`config.mk`:
```
export PLATFORM = sky130hd
export DESIGN_NAME = mux_dispatch1to3
export DESIGN_NICKNAME = d
export VERILOG_FILES = /design/src/rtl/mux_dispatch1to3.sv
export SDC_FILE = /design/constraint.sdc
export NUM_CORES = 1
export LEC_CHECK = 0
export BUFFER_PORTS_ARGS = -buffer_cell sky130_fd_sc_hd__buf_4
export CAP_MARGIN = 20
export CELL_PAD_IN_SITES_DETAIL_PLACEMENT = 0
export CELL_PAD_IN_SITES_GLOBAL_PLACEMENT = 1
export CORE_MARGIN = 4
export CORE_UTILIZATION = 30
export CTS_CLUSTER_DIAMETER = 120
export CTS_CLUSTER_SIZE = 25
export DETAILED_ROUTE_END_ITERATION = 6
export GPL_TIMING_DRIVEN = 1
export MAX_ROUTING_LAYER = met4
export PLACE_DENSITY = 0.65
export SLEW_MARGIN = 0
export SYNTH_ARGS = -nofsm -noshare
export SYNTH_HDL_FRONTEND = slang
export SYNTH_SLANG_ARGS = --single-unit
```
`constraint.sdc`:
```
create_clock -name clk -period 1.56 [get_ports clk]
set_clock_uncertainty 0.2 [all_clocks]
set_input_delay 0.312 -clock clk [delete_from_list [all_inputs] [get_ports clk]]
set_output_delay 0.312 -clock clk [all_outputs]
set_load 0.02 [all_outputs]
```
`src/rtl/mux_dispatch1to3.sv`:
```
// Purpose: registered 1-to-3 dispatcher; one producer word is steered into one of three single-entry slots.
// Latency: a word accepted at edge N is visible on dout_s with out_valid[s]=1 right after edge N.
// Backpressure: in_ready is per selected slot (empty or acked this cycle); sel=2'b11 is always accepted and dropped.
//
// Ports:
//   clk, rst_n        rising-edge clock, asynchronous active-low reset
//   din, sel          word to dispatch and its destination (00/01/10 = slot 1/2/3, 11 = invalid)
//   in_valid/in_ready producer handshake; in_ready is combinational from sel, out_valid, out_ack
//   dout1..dout3      slot data registers
//   out_valid/out_ack per-slot consumer handshake (bit k-1 = slot k)
//   err               one-cycle pulse after an accepted sel=2'b11 transfer
//   drop_count        saturating count of accepted sel=2'b11 transfers
module mux_dispatch1to3 #(
    parameter int width = 32
) (
    input  logic             clk,
    input  logic             rst_n,
    input  logic [width-1:0] din,
    input  logic [1:0]       sel,
    input  logic             in_valid,
    output logic             in_ready,
    output logic [width-1:0] dout1,
    output logic [width-1:0] dout2,
    output logic [width-1:0] dout3,
    output logic [2:0]       out_valid,
    input  logic [2:0]       out_ack,
    output logic             err,
    output logic [7:0]       drop_count
);

    logic       xfer;
    logic [2:0] wr;
    logic       drop;
    logic [2:0] valid_nxt;

    // A slot can take a new word when it is empty or being drained this same cycle.
    always_comb begin
        in_ready = 1'b1;
        case (sel)
            2'b00:   in_ready = ~out_valid[0] | out_ack[0];
            2'b01:   in_ready = ~out_valid[1] | out_ack[1];
            2'b10:   in_ready = ~out_valid[2] | out_ack[2];
            default: in_ready = 1'b1;
        endcase
    end

    assign xfer = in_valid & in_ready;
    assign drop = xfer & (sel == 2'b11);

    always_comb begin
        wr = 3'b000;
        if (xfer) begin
            case (sel)
                2'b00:   wr = 3'b001;
                2'b01:   wr = 3'b010;
                2'b10:   wr = 3'b100;
                default: wr = 3'b000;
            endcase
        end
    end

    // Write wins over ack on the same slot, giving bubble-free pass-through refill.
    assign valid_nxt = (out_valid & ~out_ack) | wr;

    always_ff @(posedge clk or negedge rst_n) begin
        if (!rst_n) begin
            dout1      <= '0;
            dout2      <= '0;
            dout3      <= '0;
            out_valid  <= 3'b000;
            err        <= 1'b0;
            drop_count <= 8'h00;
        end else begin
            if (wr[0]) dout1 <= din;
            if (wr[1]) dout2 <= din;
            if (wr[2]) dout3 <= din;
            out_valid <= valid_nxt;
            err       <= drop;
            if (drop && (drop_count != 8'hFF))
                drop_count <= drop_count + 8'd1;
        end
    end

endmodule

```
* After elaboration in Yosys (flattened, before gate mapping)
Cells that the tools add are included.
** Storage, ports and cells
- Register bits :: 108
- Bits of input ports :: 40
- Output and inout bits :: 109
- Logic and storage cells :: 27
** Cells by class
- Add/subtract/negate cells :: 1
- Eq/ne operators :: 4
- Mux-type cells :: 3
- Bitwise gates (word level) :: 11
- Reductions and logical operators :: 2
** Operator list (count)
- 3-bit one-hot mux with 3 select lines :: 1
- 8-bit by 1-bit adder with 8-bit output, second input constant :: 1
- 8-bit != test, second input constant :: 1
- 2-bit == test, second input constant :: 2
- 3-bit AND :: 1
- 3-bit two-way mux :: 1
- 1-bit inverter :: 3
- 3-bit inverter :: 1
- 1-bit OR :: 3
- 3-bit OR :: 1
- 1-bit one-hot mux with 3 select lines :: 1
- 1-bit AND :: 2
- 2-bit by 1-bit == test with 1-bit output, second input constant :: 1
- 2-bit zero test :: 1
- 1-bit logical AND :: 1

* Logic depth before layout (Yosys ltp)
Gate-level depths: netlist of the first run.
- Depth in word-level cells :: 6
- Mapped depth :: 5
- Depth with buffers taken out :: 4

* Worst setup path after synthesis of the first run
Ideal clock, no wire load.
- Path type :: reg2reg
- Start point :: register out_valid[1]
- End point :: register dout2[10]
- Library setup time :: 0.125 ns
- Arrival :: 1.419 ns
- Data required time :: 1.235 ns
- Setup slack :: -0.184 ns
- Stages on the path, launching flop included :: 5
- Path buffers :: 1
- Period minus slack after synthesis :: 1.744 ns
- Cell sequence :: dfrtp_1 > nor2b_1 > nor3_4 > buf_4 > mux2_2
** Between the ends
- Word-level cells in the longest chain between the ends :: 5
** Ends and longest elaborated chain
- from (decl) :: RTL line 25 : output logic [2:0] out_valid,
- from (signal assigned) :: RTL line 77 : out_valid <= valid_nxt;
- 1-bit inverter :: RTL line 41 : 2'b01: in_ready = ~out_valid[1] | out_ack[1];
- 1-bit OR :: RTL line 41
- 1-bit one-hot mux with 3 select lines :: RTL line 39 : case (sel)
- 1-bit AND :: RTL line 47 : assign xfer = in_valid & in_ready;
- 3-bit two-way mux :: RTL line 52 : if (xfer) begin
- to (signal assigned) :: RTL line 75 : if (wr[1]) dout2 <= din;
- to (decl) :: RTL line 23 : output logic [width-1:0] dout2,
No other way between the ends.
A chain may end at the register's enable or synchronous reset.

* Worst setup path in the final report of the first run
- Start point :: register out_valid[2]
- End point :: output in_ready
** Between the ends
- Word-level cells in the longest chain between the ends :: 3
** Ends and longest elaborated chain
- 1-bit inverter :: RTL line 42 : 2'b10: in_ready = ~out_valid[2] | out_ack[2];
- 1-bit OR :: RTL line 42
- 1-bit one-hot mux with 3 select lines :: RTL line 39
- to (decl) :: RTL line 21 : output logic in_ready,
No other way between the ends.

==> impl_metrics.tcl, run 1 <==
set metrics [dict create \
    globalRouteTotalUtil_pct 14.61 \
    ys_top_cells_by_area "sky130_fd_sc_hd__dfrtp_1, sky130_fd_sc_hd__mux2_2, sky130_fd_sc_hd__buf_6, sky130_fd_sc_hd__xor2_1, sky130_fd_sc_hd__buf_4" \
    row_count 42 \
    yosys_warnings 0 \
    power.density_cell_area_nw_per_um2 1404 \
    max_slew.worst_pin.slew_ps 441.3 \
    final.min_clock_period_ps 1819 \
    register_area_share_after_synthesis_pct 64.71 \
    total_power_mw 9.352 \
    floorplan.die.height_um 126.0 \
    synthToLayoutAreaGrowth_pct 59.50 \
    vias 2834 \
    routed_wire_length_per_instance_um 17.08 \
    global_route_overflow 0 \
    hold_depth 2 \
    multi_input_gate_area_in_the_final_layout_um2 1684 \
    rr_worst_depth 5 \
    syn-mean-instance-area_um2 16.19 \
    cell_total_after_placement 599 \
    io-pin-count 149 \
    r2r_slack_ps -210 \
    worst_ir_drop_vdd_v 0.0006099 \
    worstSetupStartpointType "register" \
    min_from "din[5]" \
    status "finished with violations" \
    cts_num_sinks 108 \
    cap_violations 0 \
    power.share.combinational_pct 34.5 \
    dieWidth_um 126.0 \
    endpoint_kind "primary output" \
    antenna_violating_nets_remaining 0 \
    antenna_found_initial 0 \
    clk-insertion-delay-late_ps 340 \
    post_synth_instance_area_um2 4177 \
    synth_top_cell_by_area "sky130_fd_sc_hd__dfrtp_1" \
    numCtsBuffers 9 \
    timing.rr.end "dout2[17]$_DFFE_PN0P_" \
    power.clock.fraction_pct 25.0 \
    setup.worst_path.class "reg2out" \
    signal_arrival_time_at_the_worst_endpoint_ps 1310 \
    final_net_count 495 \
    grt_max_degree 75 \
    hold_class "in2reg" \
    max-clock-path-buffers 2 \
    p_int_mw 6.486 \
    tritoncts "built" \
    power.switching_mw 2.866 \
    netlist.area_leader.share_pct 64.71 \
    place_congestion 0.7075 \
    first_pass_grt_wire_length_um 17820 \
    max_freq_mhz 549.7 \
    number_of_global_route_vias_before_repair 3177 \
    hpwl_detailed_um 7378 \
    cts.htree.levels 3 \
    final_core_util_pct 49.52 \
    core-area_um2 13450 \
    cellLeakagePower_nw 3.192 \
    path_max_fanout 2 \
    timing.critical_path.cells "nand2b_4 -> buf_4 -> o21ai_2 -> o21ai_1 -> buf_4" \
    cp.required_ps 1050 \
    relSlewSlack_pct 70.58 \
    ctsRootBufferMaster "sky130_fd_sc_hd__clkbuf_16" \
    layout.area.seq_um2 2711 \
    critPathMostFrequentCell "sky130_fd_sc_hd__buf_4" \
    p_sw_share_pct 30.65 \
    port_buffers 148 \
    power.sequential.fraction_pct 40.6 \
    worst_path_max_delay_cell "sky130_fd_sc_hd__dfrtp_2" \
    cts_clk_pin_slew_worst_paths_ps 70 \
    rr_startpoint "out_valid[1]$_DFF_PN0_" \
    starting_density_of_the_core_pct 31.05 \
    drive_gt1_share_pct 70.37 \
    tns_ps -9394 \
    dr_pass1_iterations 4 \
    detail_route.iter0.violations 97 \
    layout_setup_ws_ps -259.1 \
    slew_limit_fails 0 \
    wirelength_um 10850 \
    synth_nets 299 \
    whs_endpoint "dout3[5]$_DFFE_PN0P_" \
    failing_checks "setup timing" \
    drc 0 \
    syn_inst 258 \
    finalHoldViolCount 0 \
    crit_path_max_incr_delay_ps 410 \
    hold_slack_ps 16.41 \
    die_outline_area_um2 15870 \
    unrepaired_setup_endpoints_after_global_routing "yes" \
    setup_viol 67 \
    synth-seq-cells 108 \
    layoutNonFillerInstCount 635 \
    drt-vias-per-instance 4.463 \
    antenna_cells 0 \
    netlist-cell-type-count 32 \
    finalCritPeriodShare_pct 116.6 \
    fill_cell_count 1197 \
]
sequential cells by signal (all words and copies together) (netlist names):
| signal | cells |
|---|---|
| dout1 | 32 |
| dout3 | 32 |
| dout2 | 32 |
| err | 1 |
| out_valid | 3 |
| drop_count | 8 |
cells in the final DEF, fill, tap and decap left out, types with 2 or more instances in the layout:
master / instances
sky130_fd_sc_hd__buf_6: 22
sky130_fd_sc_hd__nand2_1: 6
sky130_fd_sc_hd__dfrtp_2: 7
sky130_fd_sc_hd__dfrtp_1: 101
sky130_fd_sc_hd__nand4_1: 2
sky130_fd_sc_hd__mux2_2: 33
sky130_fd_sc_hd__nand3_1: 2
sky130_fd_sc_hd__buf_4: 157
sky130_fd_sc_hd__buf_12: 8
sky130_fd_sc_hd__buf_16: 2
sky130_fd_sc_hd__dlygate4sd3_1: 5
sky130_fd_sc_hd__o21ai_1: 2
sky130_fd_sc_hd__buf_8: 3
sky130_fd_sc_hd__clkbuf_8: 2
sky130_fd_sc_hd__and3_4: 2
sky130_fd_sc_hd__clkinvlp_4: 2
sky130_fd_sc_hd__mux2_4: 64
sky130_fd_sc_hd__clkbuf_1: 2
sky130_fd_sc_hd__xor2_1: 4
sky130_fd_sc_hd__clkbuf_16: 9
critical path: cells and delay by family, from the launching register on:
kind	cells	cell delay [ps]
compound gates	2	180
buf+inv	2	300
flops	1	410
simple gates	1	70
cells in the mapped netlist:
library cell / count
sky130_fd_sc_hd__dfrtp_1: 108
sky130_fd_sc_hd__mux2_2: 95
sky130_fd_sc_hd__nand2_1: 6
sky130_fd_sc_hd__buf_2: 4
sky130_fd_sc_hd__buf_6: 4
sky130_fd_sc_hd__xor2_1: 4
sky130_fd_sc_hd__buf_4: 3
sky130_fd_sc_hd__o21ai_0: 3
sky130_fd_sc_hd__a211oi_1: 2
sky130_fd_sc_hd__and3_1: 2
sky130_fd_sc_hd__mux2_1: 2
sky130_fd_sc_hd__nand2b_1: 2
sky130_fd_sc_hd__nand3_1: 2
sky130_fd_sc_hd__nand4_1: 2
sky130_fd_sc_hd__nor2b_1: 2
sky130_fd_sc_hd__a2111oi_2: 1
sky130_fd_sc_hd__a21boi_0: 1
sky130_fd_sc_hd__a21o_1: 1
sky130_fd_sc_hd__a21oi_1: 1
sky130_fd_sc_hd__and4_1: 1
sky130_fd_sc_hd__clkbuf_2: 1
sky130_fd_sc_hd__ha_1: 1
sky130_fd_sc_hd__inv_1: 1
sky130_fd_sc_hd__mux2i_1: 1
sky130_fd_sc_hd__nand3b_1: 1
sky130_fd_sc_hd__nand3b_2: 1
sky130_fd_sc_hd__nor3_1: 1
sky130_fd_sc_hd__nor3_4: 1
sky130_fd_sc_hd__nor4b_1: 1
sky130_fd_sc_hd__o21bai_1: 1
sky130_fd_sc_hd__or2_2: 1
sky130_fd_sc_hd__xnor2_1: 1
cells by family after synthesis:
| logic type | share of synthesized area (%) |
|---|---|
| buffers and inverters | 2.306 |
| DFF | 64.71 |
| and+or+nand+nor | 3.505 |
| adders and majority gates | 0.2995 |
| xor gates and xnor gates | 1.048 |
| AOI/OAI and AO/OA | 1.737 |
| muxes | 26.39 |
cell type report:
| type | instances | share of cell area (%) |
|---|---|---|
| tap | 176 | 3.306 |
| timing repair buffer | 197 | 26.07 |
| clock inverter | 3 | 0.6762 |
| clock buffer | 13 | 3.907 |
| inverter | 1 | 0.05635 |
| multi-input combinational | 137 | 25.28 |
| sequential | 108 | 40.70 |
layer usage:
| layer | vias to the layer above | GRT usage [%] | part of all wire (%) |
|---|---|---|---|
| li1 | 1312 | - | - |
| met1 | 1418 | 20.09 | 47 |
| met2 | 93 | 21.28 | 45 |
| met3 | 11 | 3.429 | 5.9 |
| met4 | 0 | 5.110 | 1.6 |
| met5 | - | - | 0 |
power by group through the flow:
stage               clock network, mW  logic, mW  registers (mW)
finish                           2.33       3.23            3.79
global route                     2.54       3.43            3.88
CTS                              2.42       3.28            3.79
detailed placement                  0       2.99            3.82
global placement                    0       2.95            3.82
floorplan                           0      0.756            4.55
stage by stage:
| stage | cell area (µm²) | worst slack, ps |
|---|---|---|
| 2_1_floorplan | 4372 | -96.36 |
| 3_3_place_gp | 5893 | -261.9 |
| 3_5_place_dp | 5893 | -271.2 |
| 4_1_cts | 6698 | -295.6 |
| 5_1_grt | 6661 | -337.6 |
| 6_report | 6661 | -259.1 |
how the worst max path moves through the flow:
stage                                 from               endpoint  cells past startpoint
global route        out_valid[1]$_DFF_PN0_               in_ready                      5
finish              out_valid[2]$_DFF_PN0_               in_ready                      5
floorplan           out_valid[1]$_DFF_PN0_  dout2[10]$_DFFE_PN0P_                      4
CTS                 out_valid[1]$_DFF_PN0_               in_ready                      5
global placement                    sel[0]  dout3[17]$_DFFE_PN0P_                      5
detailed placement                  sel[0]   dout3[0]$_DFFE_PN0P_                      5
repair_timing:
item,in CTS,in global routing
pin swaps,3,4
resized for setup,65,14
endpoints found under the hold margin,113,0
setup endpoints to repair,74,78
buffers inserted,11,5
hold buffers,5,0
cloned,6,0
No activity file was read; power rests on OpenSTA's default activity.
==> run 2: changes to the inputs <==
--- a/config.mk
+++ b/config.mk
@@ -16,7 +16,7 @@
 export DETAILED_ROUTE_END_ITERATION = 6
 export GPL_TIMING_DRIVEN = 1
 export MAX_ROUTING_LAYER = met4
-export PLACE_DENSITY = 0.65
+export PLACE_DENSITY = 0.63
 export SLEW_MARGIN = 0
 export SYNTH_ARGS = -nofsm -noshare
 export SYNTH_HDL_FRONTEND = slang
==> constraint.sdc (replaced) <==
create_clock -name clk -period 2 [get_ports clk]
set_clock_uncertainty 0.2 [all_clocks]
set_input_delay 0.4 -clock clk [delete_from_list [all_inputs] [get_ports clk]]
set_output_delay 0.4 -clock clk [all_outputs]
set_load 0.02 [all_outputs]
==> run 2 against run 1 <==
  * Register-to-register slack better by 470 ps
  * Core utilization down 5.5 points
  * Highest routed layer unchanged
  * Global-route usage shrank 1.6 points
  * Sequential cell count unchanged
  * Count of clock-buffer cells in the layout shrank 4
  * Sequential share of layout area is 4.9 points higher
  * The run now ends clean
  * Sequential power is 22% lower
==> impl_metrics.tcl, run 2 (synthesis results as in run 1) <==
set metrics [dict create \
    status "finished, final reports clean" \
    worst_ir_drop_vdd_v 0.0004410 \
    tns_ps 0 \
    core-area_um2 13450 \
    dieWidth_um 126.0 \
    antenna_found_initial 0 \
    clk-insertion-delay-late_ps 340 \
    timing.critical_path.max_delay_family "flip-flops" \
    power.density_cell_area_nw_per_um2 1190 \
    timing.critical_path.cells "nand2b_1 -> o21ai_0 -> o21ai_1 -> buf_4" \
    wirelength_um 9653 \
    crit_path_max_incr_delay_ps 380 \
    drive_gt1_share_pct 64.92 \
    grt_max_degree 109 \
    cts.htree.levels 3 \
    numCtsBuffers 9 \
    starting_density_of_the_core_pct 31.05 \
    io-pin-count 149 \
    layout.cells.most_common "sky130_fd_sc_hd__buf_4" \
    finalHoldViolCount 0 \
    cp.required_ps 1400 \
    dr_pass1_iterations 4 \
    final_net_count 455 \
    final.min_clock_period_ps 1856 \
    antenna_violating_nets_remaining 0 \
    top_regs "dout1 x32, dout2 x32, dout3 x32" \
    die_outline_area_um2 15870 \
    ctsRootBufferMaster "sky130_fd_sc_hd__clkbuf_16" \
    routed_wire_length_per_instance_um 16.22 \
    tritoncts "built" \
    most-common-layout-cells "sky130_fd_sc_hd__buf_4, sky130_fd_sc_hd__dfrtp_1, sky130_fd_sc_hd__mux2_2" \
    drc 0 \
    vias 2682 \
    drt-vias-per-instance 4.508 \
    place_congestion 0.7016 \
    cts_clk_pin_slew_worst_paths_ps 70 \
    hold_class "in2reg" \
    endpoint_kind "primary output" \
    signal_arrival_time_at_the_worst_endpoint_ps 1260 \
    port_buffers 148 \
    antenna_cells 0 \
    setup_viol 0 \
    finalCritPeriodShare_pct 92.80 \
    detail_route.iter0.violations 99 \
    max-clock-path-buffers 2 \
    first_pass_grt_wire_length_um 15890 \
    total_power_mw 7.046 \
    cellLeakagePower_nw 2.762 \
    slew_limit_fails 0 \
    hpwl_detailed_um 6980 \
    unrepaired_setup_endpoints_after_global_routing "no" \
    cap_violations 0 \
    globalRouteTotalUtil_pct 13.00 \
    cts_num_sinks 108 \
    synthToLayoutAreaGrowth_pct 41.79 \
    setup.worst_path.class "reg2out" \
    max_slew.worst_pin.slew_ps 656.4 \
    floorplan.die.height_um 126.0 \
    relSlewSlack_pct 56.24 \
    max_freq_mhz 538.8 \
    path_max_fanout 3 \
    row_count 42 \
    worst_path_max_delay_cell "sky130_fd_sc_hd__dfrtp_1" \
    number_of_global_route_vias_before_repair 2871 \
    worstSetupStartpointType "register" \
    critical_path_buf_inv_count 1 \
    global_route_overflow 0 \
]
run 2: layout make-up:
| cell class | count | area [µm²] |
|---|---|---|
| Fill cell | 1269 | 7531 |
| Sequential cell | 108 | 2703 |
| Multi-Input combinational cell | 137 | 1379 |
| Timing Repair Buffer | 157 | 1269 |
| Clock buffer | 9 | 225.2 |
| Tap cell | 176 | 220.2 |
| Clock inverter | 7 | 122.6 |
| Inverter | 1 | 3.754 |
run 2: through the flow:
stage | setup slack (ps) | instance area (µm²) | utilization [%] | hold WS [ps] | instances
2_1_floorplan | 255.7 | 4177 | - | -95.59 | 258
3_3_place_gp | 217.4 | 5564 | 41.36 | 273.2 | 578
3_5_place_dp | 209.0 | 5564 | 41.36 | 289.7 | 578
4_1_cts | 44.28 | 5922 | 44.02 | 75.68 | 595
5_1_grt | 21.98 | 5922 | 44.02 | 80.05 | 595
6_report | 144.1 | 5922 | 44.02 | 96.35 | 595
run 2: worst reg2reg max path, delay by kind of cell, from the launching register on:
kind | cells | cell delay [ps]
buf+inv | 1 | 220
flops | 1 | 400
simple gates | 2 | 450
mux | 1 | 360
run 2: report_power, final:
group	switching (mW)	total (mW)	leakage, nW	internal, mW
clock network	0.806	2.04	0.162	1.23
registers	0.300	2.95	1.29	2.65
logic	1.05	2.06	1.31	1.01
run 2: metal layers:
layer | GRT usage, % | up-vias | share of wire [%]
met2 | 18.97 | 98 | 46
li1 | - | 1228 | -
met5 | - | - | 0
met3 | 3.853 | 12 | 7.7
met4 | 4.921 | 0 | 1.5
met1 | 17.15 | 1344 | 45
run 2: timing repair:
item / in CTS / in global routing
buffers inserted: 0 / 0
hold endpoints to repair: 108 / 0
setup endpoints to repair: 0 / 1
gates resized for setup: 0 / 1
hold buffers: 1 / 0
run 2: final timing paths:
kind	from	end	slack, ps	depth (start not counted)
worst max-delay path	out_valid[0]$_DFF_PN0_	in_ready	140	4
worst min-delay path	din[6]	dout3[6]$_DFFE_PN0P_	100	2
worst max register to register	out_valid[1]$_DFF_PN0_	dout2[16]$_DFFE_PN0P_	260	4
worst min register to register	drop_count[6]$_DFFE_PN0P_	drop_count[6]$_DFFE_PN0P_	300	1
max in group asynchronous	rst_n	dout2[29]$_DFFE_PN0P_	650	3
min in group asynchronous	rst_n	drop_count[6]$_DFFE_PN0P_	400	3
==> run 3: changes to the inputs <==
--- a/config.mk
+++ b/config.mk
@@ -11,12 +11,14 @@
 export CELL_PAD_IN_SITES_GLOBAL_PLACEMENT = 1
 export CORE_MARGIN = 4
 export CORE_UTILIZATION = 30
+export CTS_BUF_LIST = sky130_fd_sc_hd__clkbuf_4
 export CTS_CLUSTER_DIAMETER = 120
 export CTS_CLUSTER_SIZE = 25
 export DETAILED_ROUTE_END_ITERATION = 6
 export GPL_TIMING_DRIVEN = 1
 export MAX_ROUTING_LAYER = met4
 export PLACE_DENSITY = 0.63
+export SETUP_SLACK_MARGIN = 0.5
 export SLEW_MARGIN = 0
 export SYNTH_ARGS = -nofsm -noshare
 export SYNTH_HDL_FRONTEND = slang
==> run 3 against run 2 <==
  * Register-to-register slack got worse by 170 ps
  * Final area grew 30%
  * Via count up 13%
  * Core utilization grew 13 points
  * Non-clock buffer count is 93 higher
  * Combinational power rose by 51%
  * Clock power is 44% lower
  * Critical path depth stayed put
  * Global-route usage rose by 1.9 points
  * Sequential cell count did not move
  * Maximum frequency shrank 3.4%
  * Largest cell class is now buffers
==> impl_metrics.tcl, run 3 (synthesis results as in run 1) <==
set metrics [dict create \
    finalCritPeriodShare_pct 96.09 \
    antenna_violating_nets_remaining 0 \
    io-pin-count 149 \
    ctsRootBufferMaster "sky130_fd_sc_hd__clkbuf_4" \
    starting_density_of_the_core_pct 31.05 \
    layout.cells.most_common "sky130_fd_sc_hd__buf_6" \
    max_freq_mhz 520.4 \
    cts_num_sinks 108 \
    drc 0 \
    multi_input_gate_area_in_the_final_layout_um2 1884 \
    signal_arrival_time_at_the_worst_endpoint_ps 1320 \
    routed_wire_length_per_instance_um 17.69 \
    met1_length_um 5417 \
    cts_clk_pin_slew_worst_paths_ps 150 \
    dr_pass1_iterations 4 \
    die_outline_area_um2 15870 \
    slew_limit_fails 0 \
    cell_total_after_placement 576 \
    row_count 42 \
    endpoint_kind "primary output" \
    hpwl_detailed_um 6782 \
    layout_setup_ws_ps 78.28 \
    detail_route.iter0.violations 81 \
    status "finished, final reports clean" \
    numCtsBuffers 9 \
    wirelength_um 12170 \
    floorplan.die.height_um 126.0 \
    antenna_found_initial 0 \
    top_regs "dout1 x32, dout2 x32, dout3 x32" \
    total_power_mw 7.299 \
    globalRouteTotalUtil_pct 14.90 \
    power.density_cell_area_nw_per_um2 949.4 \
    place_congestion 0.7305 \
    detailedPlace.worstSlack_ps 213.4 \
    antenna_cells 0 \
    final.min_clock_period_ps 1922 \
    path_max_fanout 2 \
    setup_viol 0 \
    core-area_um2 13450 \
    max_slew.worst_pin.slew_ps 616.2 \
    finalHoldViolCount 0 \
    most-common-layout-cells "sky130_fd_sc_hd__buf_6, sky130_fd_sc_hd__dfrtp_1, sky130_fd_sc_hd__mux2_4" \
    tritoncts "built" \
    setup.worst_path.class "reg2out" \
    cts.htree.levels 3 \
    relSlewSlack_pct 58.92 \
    worstSetupStartpointType "register" \
    synthToLayoutAreaGrowth_pct 84.09 \
    wl_met2_um 5887 \
    final_net_count 548 \
    cellLeakagePower_nw 3.721 \
    dieWidth_um 126.0 \
    worst_ir_drop_vdd_v 0.0004674 \
    number_of_global_route_vias_before_repair 3247 \
    route.top_layer_used "met4" \
    drive_gt1_share_pct 69.53 \
    dr_wl_met3_um 712 \
    vias 3030 \
    first_pass_grt_wire_length_um 17920 \
    max-clock-path-buffers 2 \
    global_route_overflow 0 \
    hold_class "in2reg" \
    tns_ps 0 \
    clk-insertion-delay-late_ps 450 \
    unrepaired_setup_endpoints_after_global_routing "yes" \
    grt_max_degree 109 \
    layoutNonFillerInstCount 688 \
    cp.required_ps 1400 \
    fill_cell_count 1108 \
    cap_violations 0 \
    layout.area.seq_um2 2714 \
    drt-vias-per-instance 4.404 \
    port_buffers 148 \
]
-- run 3: changes by cell type in the layout (fill, tap and decap cells not counted), sizes merged --
cell and delta:
buf +57, bufinv -2, clkbuf +3, clkinv +2, clkinvlp -2, dlygate4sd3 +35
-- run 3: layout make-up --
type | instances | area share (%)
repair buffers | 250 | 35.41
clock inverters | 5 | 0.7974
inverters | 1 | 0.04882
clock buffers | 11 | 1.074
well taps | 176 | 2.864
multi-input cells | 137 | 24.51
flip-flops and latches | 108 | 35.30
-- run 3: path summary, 6_finish.rpt --
| check | startpoint | depth (start not counted) | slack, ps | end |
|---|---|---|---|---|
| worst max-delay path | out_valid[0]$_DFF_PN0_ | 4 | 80 | in_ready |
| worst min-delay path | out_ack[1] | 4 | 240 | out_valid[1]$_DFF_PN0_ |
| min in group asynchronous | rst_n | 3 | 310 | drop_count[0]$_DFFE_PN0P_ |
| max in group asynchronous | rst_n | 3 | 740 | out_valid[1]$_DFF_PN0_ |
| worst max register to register | out_valid[1]$_DFF_PN0_ | 7 | 90 | dout2[17]$_DFFE_PN0P_ |
| worst min register to register | drop_count[0]$_DFFE_PN0P_ | 1 | 340 | drop_count[0]$_DFFE_PN0P_ |
-- run 3: worst max-delay path, cell delays in order, from the launching register on --
cell and delay (ps):
sky130_fd_sc_hd__dfrtp_1 420, sky130_fd_sc_hd__nand2b_1 110, sky130_fd_sc_hd__o21ai_1 70, sky130_fd_sc_hd__o21ai_1 120, sky130_fd_sc_hd__buf_4 150
-- run 3: per-stage QoR --
step	util [%]	hold slack (ps)	cell area (µm²)
after floorplan	-	-95.59	4305
after global placement	41.72	272.7	5613
after detailed placement	41.72	280.7	5613
after CTS	52.14	71.23	7014
after global routing	57.15	192.9	7689
final	57.15	241.3	7689
-- run 3: power breakdown --
part / total (mW) / internal [mW] / switching, mW
Combinational: 3.11 / 1.86 / 1.25
Sequential: 3.05 / 2.66 / 0.392
Clock: 1.14 / 0.418 / 0.719
Total: 7.30 / 4.94 / 2.36
-- run 3: routing by layer --
layer	up-vias	GRT usage, %
met1	1513	18.43
li1	1413	-
met2	93	23.66
met3	11	4.361
met5	-	-
met4	0	4.732
-- run 3: repair_timing --
action / in CTS / in global routing
setup endpoints to repair: 191 / 214
hold buffers: 36 / 0
resized for setup: 134 / 115
cloned: 7 / 1
pin swaps: 7 / 6
endpoints found under the hold margin: 205 / 0
buffers inserted: 26 / 26
